**config.mk**
```make
export PLATFORM = sky130hd
export DESIGN_NAME = copro_alu_pipe
export DESIGN_NICKNAME = d
export VERILOG_FILES = /design/src/rtl/cvxif_instr_pkg.sv /design/src/rtl/copro_result_fifo.sv /design/src/rtl/copro_alu_pipe.sv
export SDC_FILE = /design/constraint.sdc
export NUM_CORES = 1
export LEC_CHECK = 0
export BUFFER_PORTS_ARGS = -buffer_cell sky130_fd_sc_hd__buf_2
export CORE_MARGIN = 2
export CORE_UTILIZATION = 45
export DETAILED_ROUTE_END_ITERATION = 7
export PLACE_DENSITY = 0.61
export SETUP_SLACK_MARGIN = 0.1
export SYNTH_ARGS = -nofsm -noshare
export SYNTH_HDL_FRONTEND = slang
export SYNTH_HIERARCHICAL = 1
export SYNTH_SLANG_ARGS = --single-unit
```
**constraint.sdc**
```tcl
create_clock -name clk_i -period 5.07 [get_ports clk_i]
set_clock_uncertainty 0.2 [all_clocks]
set_input_delay 1.014 -clock clk_i [delete_from_list [all_inputs] [get_ports clk_i]]
set_output_delay 1.014 -clock clk_i [all_outputs]
set_load 0.02 [all_outputs]
```
**src/rtl/cvxif_instr_pkg.sv**
```systemverilog
// ----------------------------------------------------------------------------
// cvxif_instr_pkg
//   Shared instruction definitions for the CV-X-IF coprocessor ALU pipeline.
//   - opcode_t : decoded operation presented on the issue interface
//                (includes the multi-cycle ROR64H / ROR64L rotates).
//   - ror64    : 64-bit rotate-right helper used by the rotate datapath.
//   Any opcode_t encoding not listed below is treated as an unknown
//   (illegal) instruction by the coprocessor.
// ----------------------------------------------------------------------------
package cvxif_instr_pkg;

    typedef enum logic [3:0] {
        ILLEGAL     = 4'd0,
        NOP         = 4'd1,
        ADD         = 4'd2,   // rs1 + rs2
        DOUBLE_RS1  = 4'd3,   // rs1 + rs1
        DOUBLE_RS2  = 4'd4,   // rs2 + rs2
        ADD_MULTI   = 4'd5,   // rs1 + rs2 (+ rs3)
        ADD_RS3_R   = 4'd6,   // rs1 + rs2 (+ rs3), always written to x10
        MADD_RS3_R4 = 4'd7,   // rs1 + rs2 (+ rs3)
        MSUB_RS3_R4 = 4'd8,   // rs1 - rs2 (- rs3)
        NMADD_RS3_R4= 4'd9,   // ~(rs1 + rs2 (+ rs3))
        NMSUB_RS3_R4= 4'd10,  // ~(rs1 - rs2 (- rs3))
        ROR64H      = 4'd11,  // upper half of {rs1,rs2} rotated right by imm
        ROR64L      = 4'd12   // lower half of {rs1,rs2} rotated right by imm
    } opcode_t;

    // Destination register forced for ADD_RS3_R.
    localparam logic [4:0] Rs3RDest = 5'd10;

    // Rotate right by sh (0..63): duplicating the vector lets a plain
    // logical shift produce the wrapped bits in the low half.
    function automatic logic [63:0] ror64(input logic [63:0] v, input logic [5:0] sh);
        logic [127:0] dbl;
        dbl = {v, v} >> sh;
        return dbl[63:0];
    endfunction

endpackage

```
**src/rtl/copro_result_fifo.sv**
```systemverilog
// ----------------------------------------------------------------------------
// copro_result_fifo
//   Show-ahead result FIFO for the coprocessor ALU pipeline.
//   Parameters: Depth (entries, power of 2, >=2), Width (entry bits).
//   Ports:
//     clk_i, rst_ni   clock, asynchronous active-low reset
//     flush_i         synchronous clear; overrides push and pop
//     push_i, data_i  write request / entry; ignored while full
//     pop_i           remove head; ignored while empty
//     data_o          head entry (all zero while empty)
//     full_o, empty_o occupancy flags
// ----------------------------------------------------------------------------
module copro_result_fifo #(
    parameter int unsigned Depth = 4,
    parameter int unsigned Width = 8
) (
    input  logic             clk_i,
    input  logic             rst_ni,
    input  logic             flush_i,
    input  logic             push_i,
    input  logic [Width-1:0] data_i,
    input  logic             pop_i,
    output logic [Width-1:0] data_o,
    output logic             full_o,
    output logic             empty_o
);

    localparam int unsigned PtrW = (Depth > 1) ? $clog2(Depth) : 1;
    localparam logic [PtrW:0] DepthCnt = (PtrW + 1)'(Depth);

    logic [Width-1:0] mem_q [Depth];
    logic [PtrW-1:0]  wptr_q, wptr_d;
    logic [PtrW-1:0]  rptr_q, rptr_d;
    logic [PtrW:0]    count_q, count_d;
    logic             do_push, do_pop;

    assign full_o  = (count_q == DepthCnt);
    assign empty_o = (count_q == '0);

    // Full blocks a push even when a pop happens in the same cycle.
    assign do_push = push_i & ~full_o & ~flush_i;
    assign do_pop  = pop_i & ~empty_o & ~flush_i;

    // Head is gated so the outputs read zero whenever nothing is queued,
    // including while reset is asserted.
    assign data_o = empty_o ? '0 : mem_q[rptr_q];

    always_comb begin
        wptr_d  = wptr_q;
        rptr_d  = rptr_q;
        count_d = count_q;
        if (flush_i) begin
            wptr_d  = '0;
            rptr_d  = '0;
            count_d = '0;
        end else begin
            if (do_push) begin
                wptr_d = wptr_q + 1'b1;   // power-of-2 depth wraps naturally
            end
            if (do_pop) begin
                rptr_d = rptr_q + 1'b1;
            end
            case ({do_push, do_pop})
                2'b10:   count_d = count_q + 1'b1;
                2'b01:   count_d = count_q - 1'b1;
                default: count_d = count_q;
            endcase
        end
    end

    always_ff @(posedge clk_i or negedge rst_ni) begin
        if (!rst_ni) begin
            wptr_q  <= '0;
            rptr_q  <= '0;
            count_q <= '0;
        end else begin
            wptr_q  <= wptr_d;
            rptr_q  <= rptr_d;
            count_q <= count_d;
        end
    end

    // Storage carries no reset; validity is tracked by count_q.
    always_ff @(posedge clk_i) begin
        if (do_push) begin
            mem_q[wptr_q] <= data_i;
        end
    end

endmodule

```
**src/rtl/copro_alu_pipe.sv**
```systemverilog
// ----------------------------------------------------------------------------
// copro_alu_pipe
//   CV-X-IF coprocessor ALU: single-cycle add-type operations and a
//   multi-cycle 64-bit rotate, with results queued in a FIFO.
//   Ports:
//     clk_i, rst_ni                 clock, asynchronous active-low reset
//     issue_valid_i/issue_ready_o   issue handshake
//     registers_i                   rs1/rs2(/rs3) operand values
//     opcode_i                      decoded operation (cvxif_instr_pkg)
//     hartid_i, id_i, rd_i          tags carried with the result
//     imm_i                         rotate amount for ROR64H/ROR64L
//     flush_i                       kill all queued and in-flight work
//     result_valid_o/result_ready_i result handshake (FIFO head)
//     result_o, hartid_o, id_o,
//     rd_o, we_o                    head entry fields
//     illegal_o                     pulse the cycle after an unknown opcode
//     busy_o                        rotate in flight or results queued
// ----------------------------------------------------------------------------
module copro_alu_pipe
    import cvxif_instr_pkg::*;
#(
    parameter int unsigned NrRgprPorts = 2,
    parameter int unsigned XLEN        = 32,
    parameter int unsigned FifoDepth   = 4,
    parameter int unsigned RotStep     = 8,
    parameter type hartid_t            = logic,
    parameter type id_t                = logic,
    parameter type registers_t         = logic [NrRgprPorts-1:0][XLEN-1:0]
) (
    input  logic            clk_i,
    input  logic            rst_ni,
    input  logic            issue_valid_i,
    output logic            issue_ready_o,
    input  registers_t      registers_i,
    input  opcode_t         opcode_i,
    input  hartid_t         hartid_i,
    input  id_t             id_i,
    input  logic [4:0]      rd_i,
    input  logic [5:0]      imm_i,
    input  logic            flush_i,
    output logic            result_valid_o,
    input  logic            result_ready_i,
    output logic [XLEN-1:0] result_o,
    output hartid_t         hartid_o,
    output id_t             id_o,
    output logic [4:0]      rd_o,
    output logic            we_o,
    output logic            illegal_o,
    output logic            busy_o
);

    localparam int unsigned HartW  = $bits(hartid_t);
    localparam int unsigned IdW    = $bits(id_t);
    localparam int unsigned EntryW = XLEN + HartW + IdW + 5 + 1;

    localparam logic [0:0] StIdle   = 1'b0;
    localparam logic [0:0] StRotate = 1'b1;

    // RotStep is at most 32, so it always fits the 6-bit remaining count.
    localparam logic [5:0] RotStepAmt = 6'(RotStep);

    // ------------------------------------------------------------------
    // Operand extraction; rs3 reads as zero on a two-port configuration
    // so the three-operand formulas collapse to their two-operand forms.
    // ------------------------------------------------------------------
    logic [XLEN-1:0] rs1, rs2, rs3;

    assign rs1 = registers_i[0];
    assign rs2 = registers_i[1];

    generate
        if (NrRgprPorts == 3) begin : g_rs3
            assign rs3 = registers_i[2];
        end else begin : g_no_rs3
            assign rs3 = '0;
        end
    endgenerate

    // ------------------------------------------------------------------
    // Single-cycle decode / ALU
    // ------------------------------------------------------------------
    logic [XLEN-1:0] alu_result;
    logic [4:0]      alu_rd;
    logic            alu_we;
    logic            alu_push;
    logic            is_ror;
    logic            is_illegal;

    always_comb begin
        alu_result = '0;
        alu_rd     = rd_i;
        alu_we     = 1'b1;
        alu_push   = 1'b0;
        is_ror     = 1'b0;
        is_illegal = 1'b0;
        case (opcode_i)
            NOP: begin
                alu_rd   = 5'd0;
                alu_we   = 1'b0;
                alu_push = 1'b1;
            end
            ADD: begin
                alu_result = rs1 + rs2;
                alu_push   = 1'b1;
            end
            DOUBLE_RS1: begin
                alu_result = rs1 + rs1;
                alu_push   = 1'b1;
            end
            DOUBLE_RS2: begin
                alu_result = rs2 + rs2;
                alu_push   = 1'b1;
            end
            ADD_MULTI, MADD_RS3_R4: begin
                alu_result = rs1 + rs2 + rs3;
                alu_push   = 1'b1;
            end
            ADD_RS3_R: begin
                alu_result = rs1 + rs2 + rs3;
                alu_rd     = Rs3RDest;
                alu_push   = 1'b1;
            end
            MSUB_RS3_R4: begin
                alu_result = rs1 - rs2 - rs3;
                alu_push   = 1'b1;
            end
            NMADD_RS3_R4: begin
                alu_result = ~(rs1 + rs2 + rs3);
                alu_push   = 1'b1;
            end
            NMSUB_RS3_R4: begin
                alu_result = ~(rs1 - rs2 - rs3);
                alu_push   = 1'b1;
            end
            ROR64H, ROR64L: begin
                is_ror = 1'b1;
            end
            default: begin
                is_illegal = 1'b1;
            end
        endcase
    end

    // ------------------------------------------------------------------
    // Issue handshake
    // ------------------------------------------------------------------
    logic [0:0] state_q, state_d;
    logic       fifo_full, fifo_empty;
    logic       accept;

    // rst_ni gates ready so it reads 0 while reset is held and rises
    // only after release.
    assign issue_ready_o = rst_ni & (state_q == StIdle) & ~fifo_full & ~flush_i;
    assign accept        = issue_valid_i & issue_ready_o;

    // ------------------------------------------------------------------
    // Rotate FSM
    // ------------------------------------------------------------------
    logic [63:0]     vec_q, vec_d;
    logic [5:0]      rem_q, rem_d;
    logic            rot_hi_q, rot_hi_d;
    hartid_t         rot_hartid_q, rot_hartid_d;
    id_t             rot_id_q, rot_id_d;
    logic [4:0]      rot_rd_q, rot_rd_d;
    logic            rot_push;
    logic [5:0]      step_amt;
    logic [XLEN-1:0] rot_result;

    assign step_amt   = (rem_q > RotStepAmt) ? RotStepAmt : rem_q;
    assign rot_result = XLEN'(rot_hi_q ? vec_q[63:32] : vec_q[31:0]);

    always_comb begin
        state_d      = state_q;
        vec_d        = vec_q;
        rem_d        = rem_q;
        rot_hi_d     = rot_hi_q;
        rot_hartid_d = rot_hartid_q;
        rot_id_d     = rot_id_q;
        rot_rd_d     = rot_rd_q;
        rot_push     = 1'b0;
        if (flush_i) begin
            state_d = StIdle;
            rem_d   = '0;
        end else begin
            case (state_q)
                StIdle: begin
                    if (accept && is_ror) begin
                        state_d      = StRotate;
                        vec_d        = {rs1[31:0], rs2[31:0]};
                        rem_d        = imm_i;
                        rot_hi_d     = (opcode_i == ROR64H);
                        rot_hartid_d = hartid_i;
                        rot_id_d     = id_i;
                        rot_rd_d     = rd_i;
                    end
                end
                StRotate: begin
                    if (rem_q != '0) begin
                        vec_d = ror64(vec_q, step_amt);
                        rem_d = rem_q - step_amt;
                    end else if (!fifo_full) begin
                        rot_push = 1'b1;
                        state_d  = StIdle;
                    end
                end
                default: begin
                    state_d = StIdle;
                end
            endcase
        end
    end

    always_ff @(posedge clk_i or negedge rst_ni) begin
        if (!rst_ni) begin
            state_q      <= StIdle;
            vec_q        <= '0;
            rem_q        <= '0;
            rot_hi_q     <= 1'b0;
            rot_hartid_q <= '0;
            rot_id_q     <= '0;
            rot_rd_q     <= '0;
        end else begin
            state_q      <= state_d;
            vec_q        <= vec_d;
            rem_q        <= rem_d;
            rot_hi_q     <= rot_hi_d;
            rot_hartid_q <= rot_hartid_d;
            rot_id_q     <= rot_id_d;
            rot_rd_q     <= rot_rd_d;
        end
    end

    // ------------------------------------------------------------------
    // Illegal-opcode pulse: unknown opcodes are accepted but queue nothing.
    // ------------------------------------------------------------------
    logic illegal_q, illegal_d;

    assign illegal_d = accept & is_illegal;

    always_ff @(posedge clk_i or negedge rst_ni) begin
        if (!rst_ni) begin
            illegal_q <= 1'b0;
        end else begin
            illegal_q <= illegal_d;
        end
    end

    assign illegal_o = illegal_q;

    // ------------------------------------------------------------------
    // Result FIFO. The ALU push and the rotate push never coincide: issue
    // is only accepted in IDLE, the rotate only pushes from ROTATE.
    // ------------------------------------------------------------------
    logic              fifo_push;
    logic [EntryW-1:0] push_data;
    logic [EntryW-1:0] head_data;

    assign fifo_push = (accept & alu_push) | rot_push;

    always_comb begin
        if (rot_push) begin
            push_data = {rot_result, rot_hartid_q, rot_id_q, rot_rd_q, 1'b1};
        end else begin
            push_data = {alu_result, hartid_i, id_i, alu_rd, alu_we};
        end
    end

    copro_result_fifo #(
        .Depth (FifoDepth),
        .Width (EntryW)
    ) u_result_fifo (
        .clk_i   (clk_i),
        .rst_ni  (rst_ni),
        .flush_i (flush_i),
        .push_i  (fifo_push),
        .data_i  (push_data),
        .pop_i   (result_ready_i),
        .data_o  (head_data),
        .full_o  (fifo_full),
        .empty_o (fifo_empty)
    );

    assign result_valid_o = ~fifo_empty;
    assign {result_o, hartid_o, id_o, rd_o, we_o} = head_data;

    assign busy_o = (state_q == StRotate) | ~fifo_empty;

endmodule

```
==> results.json, run 1 <==
{
  "synth.distinct_cells": 83,
  "drtPass1Iterations": 5,
  "via_per_inst": 6.105,
  "dieHeight_um": 207.8,
  "rr_endpoint": "u_result_fifo/mem_q[3][24]",
  "place_area_um2": 19930,
  "hold_viol": 0,
  "internal_power_mw": 4.172,
  "insertion_delay_ns": 0.55,
  "row_count": 74,
  "cts_resized": 0,
  "p_comb_share_pct": 30.3,
  "grt_max_degree": 88,
  "status": "completed",
  "postCtsSetupRepairBufs": 0,
  "postSynth.asyncResetShare_pct": 35.22,
  "timing.final.crit_share_pct": 87.74,
  "die-area_um2": 43190,
  "ys_seq_area_share_pct": 37.35,
  "p_leak_nw": 9.256,
  "seqPwrFrac_pct": 40.8,
  "gp_congestion": 0.9499,
  "grt_pass1_wl_mm": 95.92,
  "die_w_um": 207.8,
  "critPathSlowestCell": "a211oi_1",
  "crit_buf_inv": 2,
  "relSlewSlack_pct": 21.01,
  "clkSinkCount": 247,
  "cts_tree": "yes",
  "fin_area_um2": 20770,
  "cp.depth": 14,
  "cts-buffers-inserted": 27,
  "synth_area_per_cell_um2": 9.181,
  "p_clk_share_pct": 29.0,
  "max_freq_mhz": 224.8,
  "critical_path_class": "input pin to register",
  "p_total_mw": 6.496,
  "synth-seq-cells": 247,
  "tightest_slew_ns": 1.185,
  "rrSetupSlack_ns": 1.18,
  "reg2reg_from": "state_q",
  "syn-cell-area_um2": 18690,
  "synth_edf_count": 160,
  "vias": 16200,
  "antenna_found_initial": 1,
  "initial_core_util_pct": 45.68,
  "max_cap_violations": 0,
  "ir_worst_vdd_uv": 250.5,
  "core_um2": 40920,
  "wl_per_cell_um": 24.01,
  "io_buffers": 129,
  "crit_start": "registers_i[0]",
  "hold_class": "register to register",
  "slew_viol_final": 0,
  "slowest_delay_ns": 0.44,
  "setup_viol": 0,
  "ff2ff_path_depth": 7,
  "critPathTopFamily": "compound AO/OA/AOI/OAI gates",
  "synth_warnings": 6,
  "ant_nets": 0,
  "cp-end-kind": "register",
  "power.switching_mw": 2.323,
  "clk_path_buf_depth": 3,
  "cts_hold_buf": 0,
  "root_buffer": "clkbuf_16",
  "track_usage_pct": 28.86,
  "finalSetupTns_ns": 0,
  "layout.nets": 2260,
  "drt_iter0_markers": 1415,
  "crit_fanout": 4,
  "synthFlopType": "edfxtp_1",
  "syn2layout_area_growth_pct": 11.12,
  "rsz0062_at_grt": "false",
  "power_density_nw_per_um2": 312.7,
  "holdWs_ns": 0.2762,
  "dp_hpwl_mm": 47.75,
  "p_sw_share_pct": 35.77,
  "required_ns": 5.20,
  "cts.clk_slew.worst_paths_ns": 0.06,
  "syn_nets": 2194,
  "drive_gt1_share_pct": 14.95,
  "h-tree-depth": 1,
  "worst-endpoint-arrival_ns": 4.57,
  "grt_pass1_vias": 15440,
  "grt.overflow.total": 0,
  "io_pins": 130,
  "drcViolationCount": 0,
  "critPathCapture": "u_result_fifo/mem_q[0][38]",
  "startpoint_type": "input pin",
  "syn_inst": 2036,
  "crit_chain": "buf_2, ha_1, fa_1, nor2b_1, o211ai_1, a21oi_1, nor3_2, nor3_1, a211oi_1, buf_4, nor4_1, o21a_1, or3_1, a31oi_1",
  "post-route-min-period_ns": 4.449,
  "routed_wl_mm": 63.71
}
-- per-stage QoR --
stage / instances / setup WS (ns) / utilization [%]
after CTS: 2653 / 0.6214 / 50.75
after global routing: 2654 / 0.4044 / 50.76
after detailed placement: 2605 / 0.06114 / 48.69
final: 2654 / 0.6214 / 50.76
after global placement: 2605 / 0.1928 / 48.69
after floorplan: 2036 / 0.6805 / -
-- power groups by stage --
stage	logic (mW)	registers (mW)	clock network (mW)
after floorplan	1.33	2.54	0
after global placement	1.91	2.67	0
after detailed placement	1.92	2.67	0
after CTS	1.93	2.64	1.91
after global routing	2.14	2.66	1.99
final	1.97	2.65	1.88
-- cells in the mapped netlist, types with 16 or more instances --
master,number,area [um2]
a21o_1,20,150.1
a211oi_1,16,120.1
a21oi_1,135,675.7
mux4_2,40,900.9
nand2b_1,21,131.4
a31oi_1,48,300.3
xnor2_1,37,324.1
o211ai_1,30,225.2
edfxtp_1,160,4805
nor2b_1,47,294.0
nor2_1,158,593.1
inv_1,67,251.5
nand2_1,333,1250
ha_1,69,863.3
o21ai_0,99,495.5
dfrtp_1,87,2177
buf_2,25,125.1
clkbuf_1,106,397.9
nand3_1,29,145.1
nor3_1,25,125.1
o22ai_1,24,150.1
mux2i_1,230,2302
-- cell usage in the layout, fill, tap and decap left out, types with 60 or more instances in the layout --
cell      instances
buf_2           128
nor2_1          157
nand2_1         330
o21ai_0          99
ha_1             69
mux2i_1         230
buf_4            60
dfrtp_1          83
inv_1            67
a21oi_1         134
edfxtp_1        160
-- tightest hold or removal path, cell delays in order, from the launching register on --
cell and delay (ns):
dfrtp_1 0.34, nand2_1 0.05, nand2_1 0.06
-- logic make-up (layout without fill, tap and decap cells) --
family	count (synthesis)	in the layout	share of synthesized area, %
compound gates	487	487	16.75
xor+xnor	50	50	2.343
fa+ha+maj	72	72	4.940
buf+inv	221	306	4.926
flops	247	247	37.35
mux	276	276	17.50
other cells	2	3	0.04018
simple gates	681	681	16.16
-- worst min path at each step --
stage | startpoint | endpoint | slack (ns) | depth (start not counted)
final | rot_rd_q[0] | rot_rd_q[0] | 0.28 | 2
after global placement | rot_rd_q[4] | rot_rd_q[4] | 0.26 | 2
after detailed placement | rot_rd_q[0] | rot_rd_q[0] | 0.26 | 2
after floorplan | rot_hartid_q | rot_hartid_q | 0.25 | 2
after global routing | rot_id_q | rot_id_q | 0.30 | 2
after CTS | rot_rd_q[0] | rot_rd_q[0] | 0.28 | 2
-- sequential cells by signal, indices dropped and copies added (netlist names) --
signal                 cells
u_result_fifo/mem_q      160
vec_q                     64
rem_q                      6
rot_rd_q                   5
u_result_fifo/count_q      3
u_result_fifo/rptr_q       2
u_result_fifo/wptr_q       2
illegal_o                  1
rot_hartid_q               1
rot_hi_q                   1
rot_id_q                   1
state_q                    1
-- cell type report --
cell class | count | area [um2]
repair buffers | 191 | 1151
inverters | 67 | 251.5
multi-input cells | 1568 | 10870
well taps | 532 | 665.6
flip-flops and latches | 247 | 6989
clock buffers | 30 | 696.9
clock inverters | 18 | 143.9
diodes | 1 | 2.502
fillers | 3903 | 20150
-- per-layer routing --
layer  up-vias  global-route usage (%)  wire length [um]
li1       7539                       -                 -
met1      7917                   39.76             27280
met2       609                   45.84             29340
met3       137                   2.769              3817
met4         0                   13.89              3271
met5         -                       0                 0
Power figures use the tool's default switching activity.
==> run 2: changes to the inputs <==
==> constraint.sdc (replaced) <==
create_clock -name clk_i -period 5.07 [get_ports clk_i]
set_clock_uncertainty 0.2 [all_clocks]
set_input_delay 0.507 -clock clk_i [delete_from_list [all_inputs] [get_ports clk_i]]
set_output_delay 0.507 -clock clk_i [all_outputs]
set_load 0.02 [all_outputs]
==> run 2 against run 1 <==
Fmax up 9.7%; clock-buffer cell count up 10; total power up 2.7%; hold slack worse by 0.21 ns; worst setup slack better by 0.40 ns; via count up 0.68%; design area unchanged; largest cell class unchanged; sequential share of layout area unchanged; core utilization unchanged; first-iteration DRC count up 10%; wire length up 0.88%; non-clock buffer count down 14.
==> results.json, run 2 (synthesis results as in run 1) <==
{
  "power_density_nw_per_um2": 321.3,
  "max_cap_violations": 0,
  "initial_core_util_pct": 45.68,
  "drcViolationCount": 0,
  "wl_per_cell_um": 24.31,
  "grt.overflow.total": 0,
  "reg_top3": "u_result_fifo/mem_q: 160 flops, vec_q: 64 flops, rem_q: 6 flops",
  "ir_worst_vdd_uv": 283.7,
  "reg2reg_from": "rem_q[3]",
  "seqPwrFrac_pct": 39.7,
  "ant_nets": 0,
  "core_um2": 40920,
  "worst-endpoint-arrival_ns": 4.21,
  "die-area_um2": 43190,
  "hold_viol": 0,
  "gp_congestion": 0.9852,
  "p_comb_share_pct": 29.5,
  "finalSetupTns_ns": 0,
  "crit_start": "registers_i[32]",
  "relSlewSlack_pct": 19.52,
  "grt_use_met2_pct": 47.14,
  "layout.nets": 2247,
  "root_buffer": "clkbuf_16",
  "cts_resized": 0,
  "largest_reg_flops": 160,
  "grt_pass1_vias": 15370,
  "syn2layout_area_growth_pct": 11.12,
  "vias": 16310,
  "ff2ff_path_depth": 8,
  "postCtsSetupRepairBufs": 0,
  "hold_class": "input pin to register",
  "rrSetupSlack_ns": 1.29,
  "critical_path_class": "input pin to register",
  "row_count": 74,
  "final_common_cell": "nand2_1",
  "rsz0062_at_grt": "false",
  "drt_iter0_markers": 1562,
  "track_usage_pct": 28.87,
  "routed_wl_mm": 64.27,
  "post-route-min-period_ns": 4.054,
  "setup_viol": 0,
  "p_leak_nw": 9.217,
  "layout_common_cells": "nand2_1 (330), mux2i_1 (230), edfxtp_1 (160), nor2_1 (157), a21oi_1 (134)",
  "p_sw_share_pct": 35.65,
  "critPathCapture": "u_result_fifo/mem_q[1][38]",
  "slew_viol_final": 0,
  "max_flop_register": "u_result_fifo/mem_q",
  "grt_max_degree": 88,
  "cp-end-kind": "register",
  "tightest_slew_ns": 1.207,
  "die_w_um": 207.8,
  "crit_fanout": 5,
  "io_buffers": 129,
  "setup_slack_ns": 1.016,
  "grt_use_met1_pct": 38.92,
  "p_clk_share_pct": 30.8,
  "clkSinkCount": 247,
  "power.switching_mw": 2.379,
  "io_pins": 130,
  "grtUsageMet3_pct": 3.328,
  "internal_power_mw": 4.294,
  "cts_tree": "yes",
  "busiest_layer": "met2",
  "dieHeight_um": 207.8,
  "antenna_found_initial": 5,
  "drtPass1Iterations": 6,
  "cts-buffers-inserted": 28,
  "via_per_inst": 6.169,
  "h-tree-depth": 1,
  "required_ns": 5.23,
  "grt_pass1_wl_mm": 95.94,
  "timing.final.crit_share_pct": 79.95,
  "insertion_delay_ns": 0.58,
  "drive_gt1_share_pct": 13.93,
  "cts.clk_slew.worst_paths_ns": 0.06,
  "dp_hpwl_mm": 47.44,
  "cts_hold_buf": 8,
  "status": "completed",
  "startpoint_type": "input pin",
  "clk_path_buf_depth": 3,
  "rr_endpoint": "u_result_fifo/mem_q[1][18]",
  "post-place-ws_ns": 0.5068,
  "max_freq_mhz": 246.7
}
-- run 2: power groups by stage --
stage	Sequential, mW	Clock (mW)	Combinational (mW)
2_1_floorplan	2.54	0	1.33
3_3_place_gp	2.66	0	1.91
3_5_place_dp	2.67	0	1.91
4_1_cts	2.63	2.09	1.93
5_1_grt	2.66	2.16	2.13
6_report	2.65	2.06	1.97
-- run 2: metrics by stage --
step | power [mW] | hold slack (ns) | instances | util (%) | area (um2)
2_1_floorplan | 3.868 | 0.01141 | 2036 | - | 18690
3_3_place_gp | 4.569 | 0.2573 | 2583 | 48.28 | 19760
3_5_place_dp | 4.586 | 0.2628 | 2583 | 48.28 | 19760
4_1_cts | 6.650 | 0.05835 | 2642 | 50.74 | 20770
5_1_grt | 6.952 | 0.08532 | 2643 | 50.75 | 20770
6_report | 6.673 | 0.06469 | 2644 | 50.76 | 20770
-- run 2: worst min-delay path by stage --
stage             startpoint           to  slack, ns  cells past startpoint
4_1_cts             imm_i[1]     rem_q[1]       0.06                      3
5_1_grt        issue_valid_i    illegal_o       0.09                      2
6_report            imm_i[1]     rem_q[1]       0.06                      3
3_5_place_dp     rot_rd_q[0]  rot_rd_q[0]       0.26                      2
3_3_place_gp     rot_rd_q[2]  rot_rd_q[2]       0.26                      2
2_1_floorplan         rst_ni    illegal_o       0.01                      0
-- run 2: cell type report --
type | count | area (um2)
antenna | 2 | 5.005
tap | 532 | 665.6
timing repair buffer | 177 | 1066
clock buffer | 40 | 775.7
sequential | 247 | 6989
inverter | 67 | 251.5
clock inverter | 11 | 153.9
fill | 3912 | 20150
multi-input combinational | 1568 | 10860
-- run 2: worst max-delay path, stage by stage --
cell and delay (ns):
buf_2 0.14, ha_1 0.21, fa_1 0.39, nor2b_1 0.17
o211ai_1 0.37, a21oi_1 0.18, nor3_2 0.37, nor3_1 0.13
a211oi_1 0.67, nor4_1 0.17, o21a_1 0.23, or3_1 0.37
a31oi_1 0.30
-- run 2: layer usage --
layer | vias up | share of wire (%)
li1 | 7512 | -
met1 | 7982 | 43
met2 | 667 | 47
met3 | 151 | 6.2
met4 | 0 | 4.7
met5 | - | 0
